**src/rtl/matching_pkg.sv**
```systemverilog
// Shared types for the matching-stage elastic pipeline.
// Provides the field widths, the packed beat payload and its idle (no-match) value.
package matching_pkg;

   localparam int unsigned MI_WORD_W = 64;
   localparam int unsigned MI_TM2_W  = 4;
   localparam int unsigned MI_TM1_W  = 2;
   localparam int unsigned MI_LOC_W  = 4;
   localparam int unsigned MI_MS_W   = 2;

   // One matching-stage result as carried between compressor stages.
   typedef struct packed {
      logic [MI_WORD_W-1:0] word;
      logic [MI_TM2_W-1:0]  tm2;
      logic [MI_TM1_W-1:0]  tm1;
      logic [MI_LOC_W-1:0]  loc2;
      logic [MI_LOC_W-1:0]  loc4;
      logic [MI_MS_W-1:0]   ms;
   } match_info_t;

   // Idle payload: all-ones match types encode "no match".
   localparam match_info_t MATCH_INFO_RST = '{
      word: '0,
      tm2:  '1,
      tm1:  '1,
      loc2: '0,
      loc4: '0,
      ms:   '0
   };

endpackage : matching_pkg

```
**src/rtl/matching_pipe_slot.sv**
```systemverilog
// One valid + payload register of the elastic pipeline.
// Ports:
//   i_clk, i_reset   clock, asynchronous active-high reset
//   i_clear          synchronous clear to idle (valid 0, idle payload)
//   i_load           capture i_valid / i_info this cycle
//   i_valid, i_info  next beat (an invalid beat must carry the idle payload)
//   o_valid, o_info  registered slot contents
module matching_pipe_slot
   import matching_pkg::*;
(
   input  logic        i_clk,
   input  logic        i_reset,
   input  logic        i_clear,
   input  logic        i_load,
   input  logic        i_valid,
   input  match_info_t i_info,
   output logic        o_valid,
   output match_info_t o_info
);

   logic        valid_q;
   match_info_t info_q;

   // Slot register; clear has priority over load.
   always_ff @(posedge i_clk or posedge i_reset) begin
      if (i_reset) begin
         valid_q <= 1'b0;
         info_q  <= MATCH_INFO_RST;
      end else if (i_clear) begin
         valid_q <= 1'b0;
         info_q  <= MATCH_INFO_RST;
      end else if (i_load) begin
         valid_q <= i_valid;
         info_q  <= i_info;
      end
   end

   assign o_valid = valid_q;
   assign o_info  = info_q;

endmodule : matching_pipe_slot

```
**src/rtl/matching_pipe_elastic.sv**
```systemverilog
// Elastic valid/ready pipeline for matching-stage results, DEPTH stages plus
// one skid slot so the upstream ready is a register, with flush and occupancy.
// Ports:
//   i_clk, i_reset             clock, asynchronous active-high reset
//   i_flush                    synchronous drop of every held beat
//   i_valid, o_ready           upstream handshake (o_ready registered)
//   i_word .. i_match_s        upstream payload
//   o_valid, i_ready           downstream handshake
//   o_word .. o_match_s        head-of-pipe payload (idle values when invalid)
//   o_count                    beats held in skid + stages
// The payload widths must equal the matching_pkg field widths.
module matching_pipe_elastic
   import matching_pkg::*;
#(
   parameter int unsigned WIDTH = MI_WORD_W,
   parameter int unsigned TM2_W = MI_TM2_W,
   parameter int unsigned TM1_W = MI_TM1_W,
   parameter int unsigned LOC_W = MI_LOC_W,
   parameter int unsigned MS_W  = MI_MS_W,
   parameter int unsigned DEPTH = 2
) (
   input  logic                          i_clk,
   input  logic                          i_reset,
   input  logic                          i_flush,
   input  logic                          i_valid,
   output logic                          o_ready,
   input  logic [WIDTH-1:0]              i_word,
   input  logic [TM2_W-1:0]              i_type_matched2,
   input  logic [TM1_W-1:0]              i_type_matched1,
   input  logic [LOC_W-1:0]              i_location2,
   input  logic [LOC_W-1:0]              i_location4,
   input  logic [MS_W-1:0]               i_match_s,
   output logic                          o_valid,
   input  logic                          i_ready,
   output logic [WIDTH-1:0]              o_word,
   output logic [TM2_W-1:0]              o_type_matched2,
   output logic [TM1_W-1:0]              o_type_matched1,
   output logic [LOC_W-1:0]              o_location2,
   output logic [LOC_W-1:0]              o_location4,
   output logic [MS_W-1:0]               o_match_s,
   output logic [$clog2(DEPTH+2)-1:0]    o_count
);

   localparam int unsigned CNT_W = $clog2(DEPTH + 2);

   match_info_t      in_info;
   logic             in_xfer;
   logic             out_xfer;

   logic             skid_valid;
   match_info_t      skid_info;
   logic             skid_valid_d;
   match_info_t      skid_info_d;

   logic [DEPTH-1:0] stg_valid;
   logic [DEPTH-1:0] stg_acc;
   match_info_t      stg_info [DEPTH];
   logic [DEPTH-1:0] src_valid;
   match_info_t      src_info [DEPTH];

   logic             ready_q, ready_d;
   logic [CNT_W-1:0] count_q, count_d;

   assign in_info = '{
      word: i_word,
      tm2:  i_type_matched2,
      tm1:  i_type_matched1,
      loc2: i_location2,
      loc4: i_location4,
      ms:   i_match_s
   };

   assign in_xfer  = i_valid & ready_q;
   assign out_xfer = stg_valid[DEPTH-1] & i_ready;

   // Stage k can load when it, or any stage after it, has a hole, or the
   // whole tail is full and the downstream takes the head this cycle.
   always_comb begin
      logic acc;
      stg_acc = '0;
      acc     = i_ready;
      for (int k = int'(DEPTH) - 1; k >= 0; k--) begin
         acc        = acc | ~stg_valid[k];
         stg_acc[k] = acc;
      end
   end

   // Stage sources: stage 0 prefers the skid beat (older) over the input;
   // an empty source carries the idle payload so holes stay at reset values.
   always_comb begin
      src_valid = '0;
      for (int k = 0; k < int'(DEPTH); k++) begin
         src_info[k] = MATCH_INFO_RST;
      end
      src_valid[0] = skid_valid | in_xfer;
      src_info[0]  = skid_valid ? skid_info :
                     (in_xfer ? in_info : MATCH_INFO_RST);
      for (int k = 1; k < int'(DEPTH); k++) begin
         src_valid[k] = stg_valid[k-1];
         src_info[k]  = stg_info[k-1];
      end
   end

   for (genvar g = 0; g < int'(DEPTH); g++) begin : g_stage
      matching_pipe_slot u_slot (
         .i_clk   (i_clk),
         .i_reset (i_reset),
         .i_clear (i_flush),
         .i_load  (stg_acc[g]),
         .i_valid (src_valid[g]),
         .i_info  (src_info[g]),
         .o_valid (stg_valid[g]),
         .o_info  (stg_info[g])
      );
   end

   // Skid holds an accepted beat only while stage 0 is blocked.
   always_comb begin
      skid_valid_d = ~stg_acc[0] & (skid_valid | in_xfer);
      skid_info_d  = MATCH_INFO_RST;
      if (skid_valid_d) begin
         skid_info_d = skid_valid ? skid_info : in_info;
      end
   end

   matching_pipe_slot u_skid (
      .i_clk   (i_clk),
      .i_reset (i_reset),
      .i_clear (i_flush),
      .i_load  (1'b1),
      .i_valid (skid_valid_d),
      .i_info  (skid_info_d),
      .o_valid (skid_valid),
      .o_info  (skid_info)
   );

   // Next ready and occupancy.
   always_comb begin
      ready_d = ~skid_valid_d;
      count_d = count_q;
      if (in_xfer && !out_xfer) begin
         count_d = count_q + CNT_W'(1);
      end else if (!in_xfer && out_xfer) begin
         count_d = count_q - CNT_W'(1);
      end
   end

   always_ff @(posedge i_clk or posedge i_reset) begin
      if (i_reset) begin
         ready_q <= 1'b1;
         count_q <= '0;
      end else if (i_flush) begin
         ready_q <= 1'b1;
         count_q <= '0;
      end else begin
         ready_q <= ready_d;
         count_q <= count_d;
      end
   end

   assign o_ready         = ready_q;
   assign o_count         = count_q;
   assign o_valid         = stg_valid[DEPTH-1];
   assign o_word          = stg_info[DEPTH-1].word;
   assign o_type_matched2 = stg_info[DEPTH-1].tm2;
   assign o_type_matched1 = stg_info[DEPTH-1].tm1;
   assign o_location2     = stg_info[DEPTH-1].loc2;
   assign o_location4     = stg_info[DEPTH-1].loc4;
   assign o_match_s       = stg_info[DEPTH-1].ms;

endmodule : matching_pipe_elastic

```
**config.mk**
```make
export PLATFORM = sky130hd
export DESIGN_NAME = matching_pipe_elastic
export DESIGN_NICKNAME = d
export VERILOG_FILES = /design/src/rtl/matching_pkg.sv /design/src/rtl/matching_pipe_slot.sv /design/src/rtl/matching_pipe_elastic.sv
export SDC_FILE = /design/constraint.sdc
export NUM_CORES = 1
export LEC_CHECK = 0
export ABC_AREA = 1
export CORE_MARGIN = 10
export CORE_UTILIZATION = 48
export DETAILED_ROUTE_END_ITERATION = 10
export PLACE_DENSITY_LB_ADDON = 0.3
export SYNTH_ARGS = -nofsm -noshare
export SYNTH_HDL_FRONTEND = slang
export SYNTH_SLANG_ARGS = --single-unit
```
**constraint.sdc**
```tcl
create_clock -name i_clk -period 7.7 [get_ports i_clk]
set_clock_uncertainty 0.1 [all_clocks]
set_input_delay 1.155 -clock i_clk [delete_from_list [all_inputs] [get_ports i_clk]]
set_output_delay 1.155 -clock i_clk [all_outputs]
set_load 0.02 [all_outputs]
```
==> results of run 1 <==
flip-flops by register name (all words and copies together), names as in the netlist:
signal / flops
o_count: 2
u_skid.o_valid: 1
g_stage.u_slot.o_valid: 2
o_ready: 1
g_stage.u_slot.o_info: 160
u_skid.o_info: 80
cell families (layout without fill, tap and decap cells):
logic type	count (synthesis)	count (layout)	synth area share
AND/OR/NAND/NOR	715	715	0.273
flip-flops	246	246	0.597
AO/OA/AOI/OAI	152	152	0.0917
buffers and inverters	85	238	0.0387
layer usage:
layer / wire length [microns] / vias up / GRT usage
met2: 13100 / 209 / 0.320
met4: 391 / 2 / 0.0420
met3: 1510 / 33 / 0.0341
li1: - / 4086 / -
met1: 11700 / 4128 / 0.244
met5: 20 / - / 0
where the power goes:
| group | internal [mW] | switching (mW) |
|---|---|---|
| Clock | 0.782 | 0.499 |
| Sequential | 1.33 | 0.0228 |
| Combinational | 0.102 | 0.151 |
metrics by stage:
| stage | utilization | std cells |
|---|---|---|
| 6_report | 0.616 | 1626 |
| 2_1_floorplan | - | 1198 |
| 5_1_grt | 0.616 | 1626 |
| 4_1_cts | 0.616 | 1626 |
| 3_5_place_dp | 0.574 | 1578 |
| 3_3_place_gp | 0.574 | 1578 |
critical path, stage by stage:
cell and delay, ns:
clkdlybuf4s50_1 0.54, inv_2 0.08, buf_4 0.75, nand2_2 0.69, inv_2 0.78, nand3_1 0.18
nand2_1 0.11
worst min-delay path by stage:
stage                                                     endpoint  depth (start not counted)
final                     g_stage[1].u_slot.o_info[63]$_DFFE_PP0P_                          2
after global routing      g_stage[1].u_slot.o_info[53]$_DFFE_PP0P_                          2
after CTS                 g_stage[1].u_slot.o_info[65]$_DFFE_PP0P_                          2
after detailed placement  g_stage[1].u_slot.o_info[65]$_DFFE_PP0P_                          2
after global placement    g_stage[1].u_slot.o_info[41]$_DFFE_PP0P_                          2
after floorplan            g_stage[0].u_slot.o_info[0]$_DFFE_PP0P_                          2
layout make-up:
type                            count  area, sq um
Clock inverter                     10          103
Sequential cell                   246         6180
Fill cell                        1794         8120
Inverter                           12         50.0
Timing Repair Buffer              178         1770
Tap cell                          275          344
Clock buffer                       38          797
Multi-Input combinational cell    867         3790
cell usage after synthesis, drive strengths merged:
master and number:
a21oi 76, dfstp 19, a31oi 1, nand2 528
nand3 95, nand4 2, buf 39, nor2 90
clkbuf 34, o21ai 75, inv 12, dfrtp 227
==> impl_results.md, run 1 <==
- R2r endpoint: u_skid.o_info[74]$_DFFE_PP0P_
- Reg2Reg Depth: 7
- Vias per cell: 5.20
- Hold WS: 0.367 ns
- Total power: 2.89 mW
- Post-CTS setup buffers: 0
- CTS resizes: 0
- Synth top area share: 0.549
- Number of cell rows: 53
- Clk Tree Root Cell: clkbuf_16
- Clock Pin Slew Worst Setup and Hold Paths: 0.06 ns
- Die Wd: 167 microns
- Grt ovf: 0
- Die Span Y: 167 microns
- Dpl hpwl: 16200 microns
- Mapped cell area: 10400 sq um
- Antenna Nets Post-Route: 0
- Area contributors post-synth: dfrtp_1 55%, nand2_1 19%, dfstp_2 4.8%
- Slew headroom: 0.284
- Worst path arrival time: 4.32 ns
- Distinct cells, synth: 21
- Worst setup EP type: flip-flop
- Total Routing Usage GR: 0.188
- Initial antenna violation count: 1
- Yosys top cell by area: dfrtp_1
- Starting Density: 0.490
- Hold Startpoint: g_stage[1].u_slot.o_info[63]$_DFFE_PP0P_
- CP Capture Point: g_stage[0].u_slot.o_info[31]$_DFFE_PP0P_
- Status: finished clean
- Final setup violation count: 0
- Layout Area Growth over Synthesis: 25.9%
- Fmax: 252 MHz
- Inserted Diodes: 0
- Register area share after synthesis: 0.597
- 1st-iter DRT viols: 566
- Layout Nets: 1416
- Most frequent cells in the layout: 524 x nand2_1, 226 x dfrtp_1, 168 x clkdlybuf4s50_1
- Clock Tree Buf Depth: 3
- Layout cell share with drive strength beyond 1: 0.101
- Design Area, Final: 13000 sq um
- GPL Wtd Cong: 0.805
- Setup CP Type: primary input to flip-flop
- Die area: 27800 sq um
- Worst-Margin Slew: 1.07 ns
- Area after DPL: 12100 sq um
- Vias in the first global route: 8701
- Io pins: 169
- Maximum VDD drop: 150 uV
- Hold Buf Count CTS: 0
- Syn avg cell area: 8.64 sq um
- H-tree levels: 1
- Pre-antenna DRT Iters: 5
- I/O Buffers: 168
- Final Hold Vio Count: 0
- Largest net degree at the start of global routing: 139
- RSZ-0062 raised after global routing: no
- Clock tree sinks: 246
- Total Wirelength: 26600 microns
- Worst skew pair latency: 0.52 ns
- Min-delay worst type: flip-flop to flip-flop
- Core area: 21200 sq um
- First-pass GRT wire length: 44400 microns
- Count of final max-slew check failures: 0
- Syn_nets: 1283
- Commonest non-fill, non-tap cell in the layout: nand2_1
- Flop-to-flop setup slack: 4.86 ns
- Power Density: 222 nW/um^2
- Setup WS pre-CTS: 3.27 ns
- TNS Setup: 0 ns
- Minimum clock period: 3.97 ns
- Tcrit/Tclk final: 0.516
- Post-route DRC: 0
- Num CTS Buffers: 26
- Routed wire per std cell: 16.4 microns
- Critical path required time: 8.05 ns
- Post-synthesis register bit count: 246
- Gate count of the mapped netlist: 1198
- Worst setup margin: 3.73 ns
- CP Launch Type: primary input
- Leak: 6.57 nW
- Via Count: 8458
- CP startpoint: i_flush
- R2R Path Start: o_ready$_DFF_PP1_
- MaxCap Viol Count: 0
- Ys Warns: 0
- CTS tree: done
- Worst-path fanout max: 91
Power figures use the tool's default switching activity.
==> run 2, diff against run 1 <==
--- a/config.mk
+++ b/config.mk
@@ -7,7 +7,7 @@
 export LEC_CHECK = 0
 export ABC_AREA = 1
 export CORE_MARGIN = 10
-export CORE_UTILIZATION = 48
+export CORE_UTILIZATION = 53
 export DETAILED_ROUTE_END_ITERATION = 10
 export PLACE_DENSITY_LB_ADDON = 0.3
 export SYNTH_ARGS = -nofsm -noshare
==> constraint.sdc (replaced) <==
create_clock -name i_clk -period 4.1 [get_ports i_clk]
set_clock_uncertainty 0.1 [all_clocks]
set_input_delay 0.615 -clock i_clk [delete_from_list [all_inputs] [get_ports i_clk]]
set_output_delay 0.615 -clock i_clk [all_outputs]
set_load 0.02 [all_outputs]
==> impl_results.md, run 2 (synthesized netlist as in run 1, its figures left out) <==
- CTS resizes: 0 (unchanged)
- Flop-to-flop setup slack: 1.81 ns (-3.05 ns)
- Clk Tree Root Cell: clkbuf_16
- Layout Area Growth over Synthesis: 24.8%
- R2r endpoint: g_stage[1].u_slot.o_info[68]$_DFFE_PP0P_
- Largest net degree at the start of global routing: 121 (-13%)
- Inserted Diodes: 0 (unchanged)
- Io pins: 169 (unchanged)
- Max FFs per register: 160 (unchanged)
- Clock Pin Slew Worst Setup and Hold Paths: 0.06 ns (about the same)
- Via Count: 8443 (-0.18%)
- R2R Path Start: g_stage[1].u_slot.o_valid$_DFFE_PP0P_
- Layout Nets: 1418 (+0.14%)
- Final setup violation count: 0 (unchanged)
- GPL Wtd Cong: 0.776 (-3.5%)
- Post-CTS setup buffers: 0 (unchanged)
- Fillcell total: 1542 (-14%)
- Setup WS pre-CTS: 1.19 ns (-2.09 ns)
- CP Capture Point: g_stage[1].u_slot.o_info[68]$_DFFE_PP0P_
- Worst setup margin: 1.69 ns (-2.03 ns)
- Post-route DRC: 0 (unchanged)
- Commonest non-fill, non-tap cell in the layout: nand2_1
- Worst-Margin Slew: 0.968 ns (-0.106 ns)
- Power Density: 398 nW/um^2 (+79%)
- Pre-antenna DRT Iters: 5 (unchanged)
- Clock tree sinks: 246 (unchanged)
- Total Routing Usage GR: 0.201 (+0.0126)
- MaxCap Viol Count: 0 (unchanged)
- TNS Setup: 0 ns (unchanged)
- Count of final max-slew check failures: 0 (unchanged)
- Total Wirelength: 26400 microns (-1.1%)
- Grt ovf: 0 (unchanged)
- CP Launch Type: primary input
- Worst path arrival time: 2.75 ns (-1.57 ns)
- Maximum VDD drop: 306 uV (+100%)
- Vias in the first global route: 8425 (-3.2%)
- Hold Buf Count CTS: 0 (unchanged)
- Int Pwr: 3.92 mW (+77%)
- Layout cell share with drive strength beyond 1: 0.0933 (-0.00814)
- Antenna Nets Post-Route: 0 (unchanged)
- CTS tree: done
- Seq pwr share: 0.496 (+0.027)
- Starting Density: 0.536 (+0.0461)
- RSZ-0062 raised after global routing: no
- Num CTS Buffers: 25 (-3.8%)
- Combinational power share: 0.093 (+0.006)
- Min-delay worst type: flip-flop to flip-flop
- P_sw: 1.22 mW (+82%)
- I/O Buffers: 168 (unchanged)
- Minimum clock period: 2.41 ns
- Total power: 5.14 mW (+78%)
- Number of cell rows: 51 (-3.8%)
- Worst skew pair latency: 0.51 ns (about the same)
- Die area: 25500 sq um (-8.3%)
- CP startpoint: i_ready
- 1st-iter DRT viols: 626 (+11%)
- Slew headroom: 0.355 (+0.0705)
- Leak: 6.52 nW (-0.89%)
- Vias per cell: 5.22 (+0.44%)
- Critical path required time: 4.44 ns (-3.61 ns)
- Core area: 19300 sq um (-8.6%)
- Die Span Y: 160 microns (-4.3%)
- First-pass GRT wire length: 43400 microns (-2.3%)
- Fmax: 416 MHz
- Reg2Reg Depth: 8 (+1)
- Worst-path fanout max: 41 (-55%)
- Routed wire per std cell: 16.3 microns (-0.46%)
- H-tree levels: 1 (unchanged)
- Initial antenna violation count: 0 (-1)
- Dpl hpwl: 16200 microns (+0.11%)
- Setup CP Type: primary input to flip-flop
- Worst setup EP type: flip-flop
- Sw frac: 0.237 (+0.00477)
- Clock Tree Buf Depth: 3 (unchanged)
- Die Wd: 160 microns (-4.3%)
- Clock power frac: 0.412 (-0.031)
- Most frequent cells in the layout: 524 x nand2_1, 226 x dfrtp_1, 168 x clkdlybuf4s50_1
- Final Hold Vio Count: 0 (unchanged)
- Tcrit/Tclk final: 0.587
- Status: finished clean
-- run 2: per-stage QoR --
stage | utilization | instances | hold slack (ns) | instance area, sq um
floorplan | - | 1198 | 0.344 | 10400
global placement | 0.629 | 1571 | 0.355 | 12200
detailed placement | 0.629 | 1571 | 0.358 | 12200
CTS | 0.668 | 1616 | 0.372 | 12900
global route | 0.668 | 1616 | 0.389 | 12900
finish | 0.668 | 1616 | 0.368 | 12900
-- run 2: layout make-up --
| class | count | area (sq um) | area share |
|---|---|---|---|
| Clock inverter | 1 | 5.00 | 0.000387 |
| Sequential cell | 246 | 6180 | 0.478 |
| Multi-Input combinational cell | 867 | 3790 | 0.293 |
| Tap cell | 265 | 332 | 0.0257 |
| Clock buffer | 44 | 747 | 0.0578 |
| Timing Repair Buffer | 181 | 1820 | 0.141 |
| Inverter | 12 | 48.8 | 0.00378 |
-- run 2: metal layers --
| layer | GRT usage | wire length, microns |
|---|---|---|
| met1 | 0.262 | 11500 |
| met2 | 0.335 | 12800 |
| met3 | 0.0370 | 1490 |
| met4 | 0.0572 | 584 |
| met5 | 0 | 0 |
-- run 2: critical path, cell delays in order --
cell and delay, ns:
clkdlybuf4s50_1 0.50, nor2_4 0.17, buf_4 0.39, inv_2 0.10
nor2_4 0.48, buf_4 0.34, nand2_1 0.08, nand2_1 0.06
-- run 2: worst min-delay path by stage --
stage	from	endpoint	slack, ns	cells after the start
floorplan	g_stage[0].u_slot.o_info[0]$_DFFE_PP0P_	g_stage[0].u_slot.o_info[0]$_DFFE_PP0P_	0.34	2
global route	g_stage[0].u_slot.o_info[7]$_DFFE_PP0P_	g_stage[0].u_slot.o_info[7]$_DFFE_PP0P_	0.39	2
CTS	g_stage[1].u_slot.o_info[54]$_DFFE_PP0P_	g_stage[1].u_slot.o_info[54]$_DFFE_PP0P_	0.37	2
global placement	g_stage[1].u_slot.o_info[57]$_DFFE_PP0P_	g_stage[1].u_slot.o_info[57]$_DFFE_PP0P_	0.35	2
finish	g_stage[1].u_slot.o_info[54]$_DFFE_PP0P_	g_stage[1].u_slot.o_info[54]$_DFFE_PP0P_	0.37	2
detailed placement	g_stage[1].u_slot.o_info[39]$_DFFE_PP0P_	g_stage[1].u_slot.o_info[39]$_DFFE_PP0P_	0.36	2
-- run 2: power by group through the flow --
| stage | logic, mW | registers (mW) | clock network (mW) |
|---|---|---|---|
| after floorplan | 0.212 | 2.62 | 0 |
| after global placement | 0.474 | 2.59 | 0 |
| after detailed placement | 0.481 | 2.59 | 0 |
| after CTS | 0.483 | 2.55 | 2.15 |
| after global routing | 0.526 | 2.55 | 2.25 |
| final | 0.476 | 2.55 | 2.12 |
==> run 3, diff against run 2 <==
==> constraint.sdc (replaced) <==
create_clock -name i_clk -period 2.28 [get_ports i_clk]
set_clock_uncertainty 0.1 [all_clocks]
set_input_delay 0.342 -clock i_clk [delete_from_list [all_inputs] [get_ports i_clk]]
set_output_delay 0.342 -clock i_clk [all_outputs]
set_load 0.02 [all_outputs]
==> impl_results.md, run 3 (synthesized netlist as in run 1, its figures left out) <==
- Status: finished clean
- H-tree levels: 1 (unchanged)
- Slew headroom: 0.654 (+0.299)
- MaxCap Viol Count: 0 (unchanged)
- Worst setup margin: 0.158 ns (-1.54 ns)
- Die Wd: 160 microns (unchanged)
- Commonest non-fill, non-tap cell in the layout: nand2_1
- Tcrit/Tclk final: 0.931
- Routed wire per std cell: 16.5 microns (+1.3%)
- Post-CTS setup buffers: 0 (unchanged)
- Clock Pin Slew Worst Setup and Hold Paths: 0.06 ns (about the same)
- Worst-path cell chain: clkdlybuf4s50_1
- Flop-to-flop setup slack: 0.62 ns (-1.19 ns)
- I/O Buffers: 168 (unchanged)
- Minimum clock period: 2.12 ns
- Fmax: 471 MHz
- Combinational power share: 0.094 (about the same)
- Count of final max-slew check failures: 0 (unchanged)
- Buf+Inv Stages, Crit Path: 1 (-3)
- Worst-path fanout max: 2 (-95%)
- Starting Density: 0.536 (unchanged)
- Post-Place Cells: 1587 (+1.0%)
- Hold WS: 0.0599 ns (-0.308 ns)
- First-pass GRT wire length: 44500 microns (+2.6%)
- TNS Setup: 0 ns (unchanged)
- GPL Wtd Cong: 0.833 (+7.3%)
- Total Routing Usage GR: 0.208 (+0.00719)
- Clock power frac: 0.427 (+0.015)
- Crit path max-delay cell type: clkdlybuf4s50_1
- Seq pwr share: 0.479 (-0.017)
- Min-delay worst type: primary input to async pin
- Vias per cell: 5.26 (+0.65%)
- Post-route DRC: 0 (unchanged)
- Layout Nets: 1434 (+1.1%)
- Worst setup EP type: output pin
- Number of cell rows: 51 (unchanged)
- CP Launch Type: flip-flop
- Vias in the first global route: 8824 (+4.7%)
- Die Span Y: 160 microns (unchanged)
- Grt ovf: 0 (unchanged)
- CTS resizes: 0 (unchanged)
- RSZ-0062 raised after global routing: no
- Met1 Usage GRT: 0.269 (+0.00671)
- Layout cell share with drive strength beyond 1: 0.109 (+0.0158)
- Setup CP Type: flip-flop to output pin
- Pre-antenna DRT Iters: 5 (unchanged)
- CTS tree: done
- GR peak layer: met2
- Leak: 6.68 nW (+2.5%)
- Met3 Track Usage GR: 0.0362 (-0.000771)
- Die area: 25500 sq um (unchanged)
- Initial antenna violation count: 0 (unchanged)
- Worst skew pair latency: 0.51 ns (about the same)
- R2R Path Start: g_stage[1].u_slot.o_valid$_DFFE_PP0P_
- Maximum VDD drop: 707 uV (+130%)
- Int Pwr: 7.34 mW (+87%)
- Critical path required time: 1.84 ns (-2.60 ns)
- 1st-iter DRT viols: 555 (-11%)
- Most frequent cells in the layout: 524 x nand2_1, 226 x dfrtp_1, 168 x clkdlybuf4s50_1
- Sw frac: 0.232 (-0.00522)
- Non-filler instance count after layout: 1631 (+0.93%)
- Final setup violation count: 0 (unchanged)
- Reg2Reg Depth: 7 (-1)
- CP delay by family, top: buffers and inverters
- Clk Tree Root Cell: clkbuf_16
- Worst-Margin Slew: 0.519 ns (-0.449 ns)
- Dpl hpwl: 17200 microns (+5.8%)
- R2r endpoint: g_stage[0].u_slot.o_info[42]$_DFFE_PP0P_
- CP peak stage delay: 0.61 ns (+0.11 ns)
- Max FFs per register: 160 (unchanged)
- Setup WS pre-CTS: 0.114 ns (-1.07 ns)
- Total Wirelength: 27000 microns (+2.3%)
- Worst path arrival time: 1.68 ns (-1.07 ns)
- Via Count: 8577 (+1.6%)
- P_sw: 2.22 mW (+82%)
- Clock tree sinks: 246 (unchanged)
- Num CTS Buffers: 25 (unchanged)
- Power Density: 722 nW/um^2 (+82%)
- Hold Buf Count CTS: 0 (unchanged)
- Core area: 19300 sq um (unchanged)
- Clock Tree Buf Depth: 3 (unchanged)
- Largest net degree at the start of global routing: 91 (-25%)
- Inserted Diodes: 0 (unchanged)
- Layout Area Growth over Synthesis: 27.8%
- M2 GR Usage: 0.348 (+0.0124)
- Antenna Nets Post-Route: 0 (unchanged)
- Io pins: 169 (unchanged)
- Total power: 9.56 mW (+86%)
- Final Hold Vio Count: 0 (unchanged)
==> run 3: cell count changes in the layout (fill, tap and decap cells not counted) <==
cell,delta
buf_12,+9
clkbuf_1,-9
buf_4,+7
bufinv_16,+2
clkbuf_8,+2
clkinv_2,+2
clkinv_1,+1
clkinvlp_4,+1
==> run 3: layout make-up <==
cell class	count	area, sq um
flip-flops and latches	246	6180
clock inverters	7	86.3
fillers	1517	6100
inverters	12	48.8
clock buffers	37	741
multi-input cells	867	3790
repair buffers	197	2050
well taps	265	332
==> run 3: routing by layer <==
metal	routed length (microns)	part of all wire
met1	11700	0.43
met2	13000	0.48
met4	701	0.026
met3	1520	0.056
met5	0	0
==> run 3: through the flow <==
step | utilization | instance area (sq um)
2_1_floorplan | - | 10400
3_3_place_gp | 0.641 | 12400
3_5_place_dp | 0.641 | 12400
4_1_cts | 0.684 | 13200
5_1_grt | 0.684 | 13200
6_report | 0.684 | 13200
==> run 3: power by group through the flow <==
stage          clock [mW]  combinational [mW]  sequential (mW)
3_5_place_dp            0               0.904             4.65
6_report             4.08               0.895             4.58
3_3_place_gp            0               0.888             4.65
4_1_cts              4.15               0.909             4.58
2_1_floorplan           0               0.382             4.71
5_1_grt              4.31               0.990             4.59
==> run 3: worst max-delay path by stage <==
| stage | depth (start not counted) | slack, ns | start | to |
|---|---|---|---|---|
| 2_1_floorplan | 1 | -1.38 | i_reset | g_stage[0].u_slot.o_info[0]$_DFFE_PP0P_ |
| 3_3_place_gp | 7 | 0.16 | i_flush | u_skid.o_info[2]$_DFFE_PP0P_ |
| 3_5_place_dp | 7 | 0.11 | i_flush | u_skid.o_info[2]$_DFFE_PP0P_ |
| 4_1_cts | 1 | 0.13 | g_stage[1].u_slot.o_info[12]$_DFFE_PP1P_ | o_type_matched2[0] |
| 5_1_grt | 1 | 0.12 | g_stage[1].u_slot.o_info[13]$_DFFE_PP1P_ | o_type_matched2[1] |
| 6_report | 1 | 0.16 | g_stage[1].u_slot.o_info[10]$_DFFE_PP1P_ | o_type_matched1[0] |
